$ cat config.mk
export PLATFORM = sky130hd
export DESIGN_NAME = display_7seg_scan
export DESIGN_NICKNAME = d
export VERILOG_FILES = /design/src/rtl/seg7_pkg.sv /design/src/rtl/seg7_decode.sv /design/src/rtl/display_7seg_scan.sv
export SDC_FILE = /design/constraint.sdc
export NUM_CORES = 1
export LEC_CHECK = 0
export ABC_AREA = 1
export ABC_CLOCK_PERIOD_IN_PS = 4400
export BUFFER_PORTS_ARGS = -buffer_cell sky130_fd_sc_hd__buf_2
export CAP_MARGIN = 15
export CORE_AREA = 5 5 99 101
export CTS_BUF_LIST = sky130_fd_sc_hd__clkbuf_2
export CTS_CLUSTER_DIAMETER = 100
export DETAILED_ROUTE_END_ITERATION = 7
export DIE_AREA = 0 0 104 106
export RECOVER_POWER = 100
export REMOVE_ABC_BUFFERS = 1
export SKIP_LAST_GASP = 1
export SYNTH_ARGS = -nofsm -noshare
export SYNTH_HDL_FRONTEND = slang
export SYNTH_SLANG_ARGS = --single-unit
$ cat constraint.sdc
create_clock -name clk -period 4.4 [get_ports clk]
set_input_delay 0 -clock clk [delete_from_list [all_inputs] [get_ports clk]]
set_output_delay 0 -clock clk [all_outputs]
set_load 0.005 [all_outputs]
$ cat src/rtl/seg7_pkg.sv
// Shared types and glyph table for 7-segment display drivers.
// Pure constants and a combinational helper; no state, no latency.
// No handshake; consumers index the table directly.
package seg7_pkg;

    // Segment vector, bit order g..a = [6:0], active-low.
    typedef logic [6:0] seg_t;

    // All segments off.
    localparam seg_t SEG_BLANK = 7'h7F;

    // Hex nibble to active-low glyph. Every code is spelled out so no glyph
    // depends on a fall-through default.
    function automatic seg_t hex_to_seg(input logic [3:0] nib);
        seg_t s;
        case (nib)
            4'h0: s = 7'b1000000;
            4'h1: s = 7'b1111001;
            4'h2: s = 7'b0100100;
            4'h3: s = 7'b0110000;
            4'h4: s = 7'b0011001;
            4'h5: s = 7'b0010010;
            4'h6: s = 7'b0000010;
            4'h7: s = 7'b1111000;
            4'h8: s = 7'b0000000;
            4'h9: s = 7'b0010000;
            4'hA: s = 7'b0001000;
            4'hB: s = 7'b0000011;
            4'hC: s = 7'b1000110;
            4'hD: s = 7'b0100001;
            4'hE: s = 7'b0000110;
            4'hF: s = 7'b0001110;
        endcase
        return s;
    endfunction

endpackage

$ cat src/rtl/seg7_decode.sv
// Nibble to active-low 7-segment glyph.
// Combinational, zero latency.
// No flow control; output follows input continuously.
module seg7_decode
    import seg7_pkg::*;
(
    input  logic [3:0] nibble,
    output logic [6:0] seg
);

    // Table lookup of the currently selected digit's nibble.
    always_comb begin
        seg = hex_to_seg(nibble);
    end

endmodule

$ cat src/rtl/display_7seg_scan.sv
// Time-multiplexed driver for NUM_DIGITS common-anode digits with tear-free double buffering.
// Outputs registered: one cycle after the scan index moves; frame_done one cycle after the last slot ends.
// No backpressure: load is a strobe, data parks in a pending buffer until the next frame boundary.
module display_7seg_scan
    import seg7_pkg::*;
#(
    parameter int NUM_DIGITS   = 4,
    parameter int DIGIT_PERIOD = 100000
) (
    input  logic                    clk,
    input  logic                    rst,
    input  logic                    load,
    input  logic [4*NUM_DIGITS-1:0] value,
    input  logic [NUM_DIGITS-1:0]   dp_in,
    input  logic                    blank_lz,
    input  logic                    enable,
    output logic [6:0]              seg,
    output logic                    dp,
    output logic [NUM_DIGITS-1:0]   an,
    output logic                    frame_done
);

    localparam int CNT_W = $clog2(DIGIT_PERIOD);
    localparam int IDX_W = $clog2(NUM_DIGITS);

    localparam logic [CNT_W-1:0] CNT_LAST = CNT_W'(DIGIT_PERIOD - 1);
    localparam logic [IDX_W-1:0] IDX_LAST = IDX_W'(NUM_DIGITS - 1);
    localparam logic [NUM_DIGITS-1:0] AN_ONE = NUM_DIGITS'(1);

    // Scan state
    logic [CNT_W-1:0] cnt;
    logic [IDX_W-1:0] idx;
    logic             tick;
    logic             boundary;

    // Double buffer: pending collects loads, active feeds the display
    logic [4*NUM_DIGITS-1:0] active_value;
    logic [NUM_DIGITS-1:0]   active_dp;
    logic [4*NUM_DIGITS-1:0] pending_value;
    logic [NUM_DIGITS-1:0]   pending_dp;
    logic                    pending_valid;

    // Per-digit datapath
    logic [3:0]            cur_nibble;
    seg_t                  dec_seg;
    logic [NUM_DIGITS-1:0] lz_mask;
    logic                  zero_run;

    assign tick     = (cnt == CNT_LAST);
    assign boundary = tick && (idx == IDX_LAST);

    // Prescaler and digit index: each digit holds for DIGIT_PERIOD cycles, index wraps after the last digit.
    always_ff @(posedge clk or posedge rst) begin
        if (rst) begin
            cnt <= '0;
            idx <= '0;
        end else if (tick) begin
            cnt <= '0;
            idx <= (idx == IDX_LAST) ? '0 : idx + 1'b1;
        end else begin
            cnt <= cnt + 1'b1;
        end
    end

    // Double buffering: the active copy only changes at a frame boundary so a frame never mixes old and new data.
    // A load coinciding with the boundary bypasses pending and lands directly in active.
    always_ff @(posedge clk or posedge rst) begin
        if (rst) begin
            active_value  <= '0;
            active_dp     <= '0;
            pending_value <= '0;
            pending_dp    <= '0;
            pending_valid <= 1'b0;
        end else begin
            if (load) begin
                pending_value <= value;
                pending_dp    <= dp_in;
            end
            if (boundary) begin
                pending_valid <= 1'b0;
                if (load) begin
                    active_value <= value;
                    active_dp    <= dp_in;
                end else if (pending_valid) begin
                    active_value <= pending_value;
                    active_dp    <= pending_dp;
                end
            end else if (load) begin
                pending_valid <= 1'b1;
            end
        end
    end

    // Select the nibble for the digit currently being scanned.
    always_comb begin
        cur_nibble = active_value[{idx, 2'b00} +: 4];
    end

    seg7_decode u_decode (
        .nibble (cur_nibble),
        .seg    (dec_seg)
    );

    // Leading-zero mask: digit k is a leading zero when it and every digit above it are zero.
    // Digit 0 is never part of the mask so a zero value still shows a single 0.
    always_comb begin
        zero_run = 1'b1;
        lz_mask  = '0;
        for (int k = NUM_DIGITS - 1; k >= 1; k--) begin
            zero_run   = zero_run & (active_value[4*k +: 4] == 4'h0);
            lz_mask[k] = zero_run;
        end
    end

    // Registered pin drivers: one anode low at a time, everything dark when disabled, frame pulse after the last slot.
    always_ff @(posedge clk or posedge rst) begin
        if (rst) begin
            seg        <= SEG_BLANK;
            dp         <= 1'b1;
            an         <= '1;
            frame_done <= 1'b0;
        end else begin
            frame_done <= boundary;
            if (!enable) begin
                seg <= SEG_BLANK;
                dp  <= 1'b1;
                an  <= '1;
            end else begin
                seg <= (blank_lz && lz_mask[idx]) ? SEG_BLANK : dec_seg;
                dp  <= ~active_dp[idx];
                an  <= ~(AN_ONE << idx);
            end
        end
    end

endmodule

==> flow_metrics.env <==
export IMPL_start_util_pct=42.7
export IMPL_cp_arrival_ns=3.21
export IMPL_synth_cells=477
export IMPL_drtAntennaViolNets=0
export IMPL_synth_area_leader_cell="dfrtp_1"
export IMPL_grt_overflow=0
export IMPL_rr_endpoint="active_value[7]"
export IMPL_avgViaCountPerCell=4.65
export IMPL_multi_input_area_sq_um=1480
export IMPL_h_tree_depth=3
export IMPL_die_x_um=104
export IMPL_cap_viol_max_count=2
export IMPL_synth_most_common_cell="nand2_1"
export IMPL_port_buffers=37
export IMPL_setup_viol_count_final=0
export IMPL_num_vias=3026
export IMPL_hold_violations=0
export IMPL_violations="max-capacitance violations, max-slew violations"
export IMPL_min_to="seg[0]"
export IMPL_slew_headroom_pct=-18.5
export IMPL_die_area_sq_um=11000
export IMPL_slew_viol_final=101
export IMPL_r2r_setup_slack_ns=1.63
export IMPL_r2r_worst_path_cells=8
export IMPL_synth_avg_cell_area_sq_um=8.00
export IMPL_drt_iter0_drc=163
export IMPL_regArea_sq_um=1840
export IMPL_cp_start_kind="flop"
export IMPL_status="finished, violations left"
export IMPL_path_clk_slew_ns=0.22
export IMPL_rsz0062_at_grt="false"
export IMPL_ctsResizeCount=0
export IMPL_ys_types=31
export IMPL_final_setup_tns_ns=0
export IMPL_cts_inserted_buffers=9
export IMPL_seq_area_frac_synth_pct=48.3
export IMPL_layout_nets=571
export IMPL_synth_edf_count=0
export IMPL_wl_per_cell_um=11.8
export IMPL_crit_fanout=26
export IMPL_vdd_drop_max_mv=0.136
export IMPL_hold_slack_ns=0.0398
export IMPL_hold_depth=7
export IMPL_clk_latency_ns=0.51
export IMPL_hp_start="blank_lz"
export IMPL_pwr_density_cell_nw_per_um2=276
export IMPL_dr_pass1_iters=4
export IMPL_layout_drive_gt1_share_pct=17.4
export IMPL_ys_seq_elements=73
export IMPL_fillers=918
export IMPL_grt_start_max_net_pins=74
export IMPL_critical_path_class="flop to flop"
export IMPL_synthFlopType="dfrtp_1"
export IMPL_crit_path_end_kind="flop"
export IMPL_ys_warn_count=0
export IMPL_synthTopCellsByArea="dfrtp_1, nand2_1, inv_1, dfstp_2, nand3_1"
export IMPL_fin_crit_ns=2.77
export IMPL_syn2layout_area_growth_pct=14.9
export IMPL_placed_area_sq_um=4050
export IMPL_yosys_top_cells_count="nand2_1, inv_1, dfrtp_1"
export IMPL_drc_errors=0
export IMPL_timing_rr_start="cnt[0]"
export IMPL_synth_top_area_share_pct=40.0
export IMPL_power_mw=1.21
export IMPL_cts_sinks=73
export IMPL_antenna_found_initial=0
export IMPL_clock_fmax_ghz=0.361
export IMPL_dp_hpwl_um=5290
export IMPL_row_count=35
export IMPL_stdcell_area_sq_um=4380
export IMPL_period_share_pct=63.0
export IMPL_gp_congestion=0.817
export IMPL_cp_required_ns=4.84
export IMPL_fin_skew_ns=0.0258
export IMPL_ctsRootBufferMaster="clkbuf_2"
export IMPL_wirelength_um=7710
export IMPL_core_sq_um=8930
export IMPL_p_leak_nw=2.24
export IMPL_cts_tree="built"
export IMPL_boundaryPins=38
export IMPL_clockBufferDepth=2
export IMPL_grt_pass1_vias=2933
export IMPL_track_usage_pct=14.6
export IMPL_grt_pass1_wl_um=13500
export IMPL_synth_async_reset_ratio_pct=100
export IMPL_worst_pin_slew_ns=1.78
export IMPL_syn_area_sq_um=3810
export IMPL_antennaDiodeCount=0
export IMPL_hp_class="input pin to flop"
export IMPL_die_h_um=106
[placed cells by master (no fill, tap or decap), drive strengths merged]
cell	instances
dfrtp	61
clkbuf	18
ha	11
nor2	34
nand2	120
inv	97
dlygate4sd3	22
o21ai	29
a21oi	8
or2	22
buf	30
and3	2
clkinv	5
dfstp	12
nand4	24
nand3b	2
xor2	5
nand3	32
nor3	3
clkinvlp	1
bufinv	2
[critical path, cell delays in order, from the launching register on]
cell     delay, ns
dfrtp_1       0.44
ha_1          0.18
nand2_1       0.07
nor2_1        0.23
nand2_2       0.08
nor2_1        1.25
nand4_1       0.25
nand2_1       0.16
inv_1         0.05
[metal layers]
layer	global-route usage, %	up-vias	wire length [um]
li1	-	1581	-
met1	20.3	1381	3790
met2	22.8	56	3520
met3	2.98	8	282
met4	5.00	0	111
met5	0	-	0
[sequential cells by signal, summed over array words and instances, names as in the netlist]
name           count
active_value      16
an                 4
active_dp          4
idx                2
seg                7
frame_done         1
cnt               17
pending_valid      1
pending_dp         4
dp                 1
pending_value     16
[cells by family (layout without fill, tap and decap cells)]
family | after synthesis | after routing | synth area share (%)
and+or+nand+nor | 239 | 239 | 30.0
buffers and inverters | 112 | 175 | 12.1
DFF | 73 | 73 | 48.3
AOI/OAI and AO/OA | 37 | 37 | 4.86
adders and majority gates | 11 | 11 | 3.61
xor gates and xnor gates | 5 | 5 | 1.15
[power by group]
group / switching [mW] / leakage, nW / internal (mW)
logic: 0.0402 / 1.36 / 0.0340
clock network: 0.251 / 0.0819 / 0.188
registers: 0.00430 / 0.798 / 0.693
total: 0.295 / 2.24 / 0.915
[through the flow]
step | setup slack [ns] | cells | utilization, %
floorplan | 2.55 | 463 | -
global placement | 2.05 | 612 | 45.4
detailed placement | 1.97 | 612 | 45.4
CTS | 1.94 | 650 | 49.4
global route | 1.33 | 651 | 49.1
finish | 1.63 | 651 | 49.1
[worst max-delay path by stage]
stage	from	to	slack (ns)	cells after the start
2_1_floorplan	idx[0]	active_dp[0]	2.55	5
3_3_place_gp	idx[0]	active_dp[0]	2.05	5
3_5_place_dp	idx[0]	active_value[9]	1.97	5
4_1_cts	idx[0]	active_dp[3]	1.94	5
5_1_grt	cnt[0]	active_value[5]	1.33	8
6_report	cnt[0]	active_value[7]	1.63	8
[timing repair]
action | CTS | global route
hold buffers | 22 | 0
endpoints found under the hold margin | 113 | 0
setup buffers | 0 | 0
[layout make-up]
type / count / area share, %
timing repair buffer: 61 / 9.36
multi-input combinational: 292 / 33.9
clock buffer: 9 / 1.03
sequential: 73 / 42.0
inverter: 98 / 8.39
tap: 111 / 3.17
clock inverter: 7 / 2.17
No activity file was read; power rests on OpenSTA's default activity.
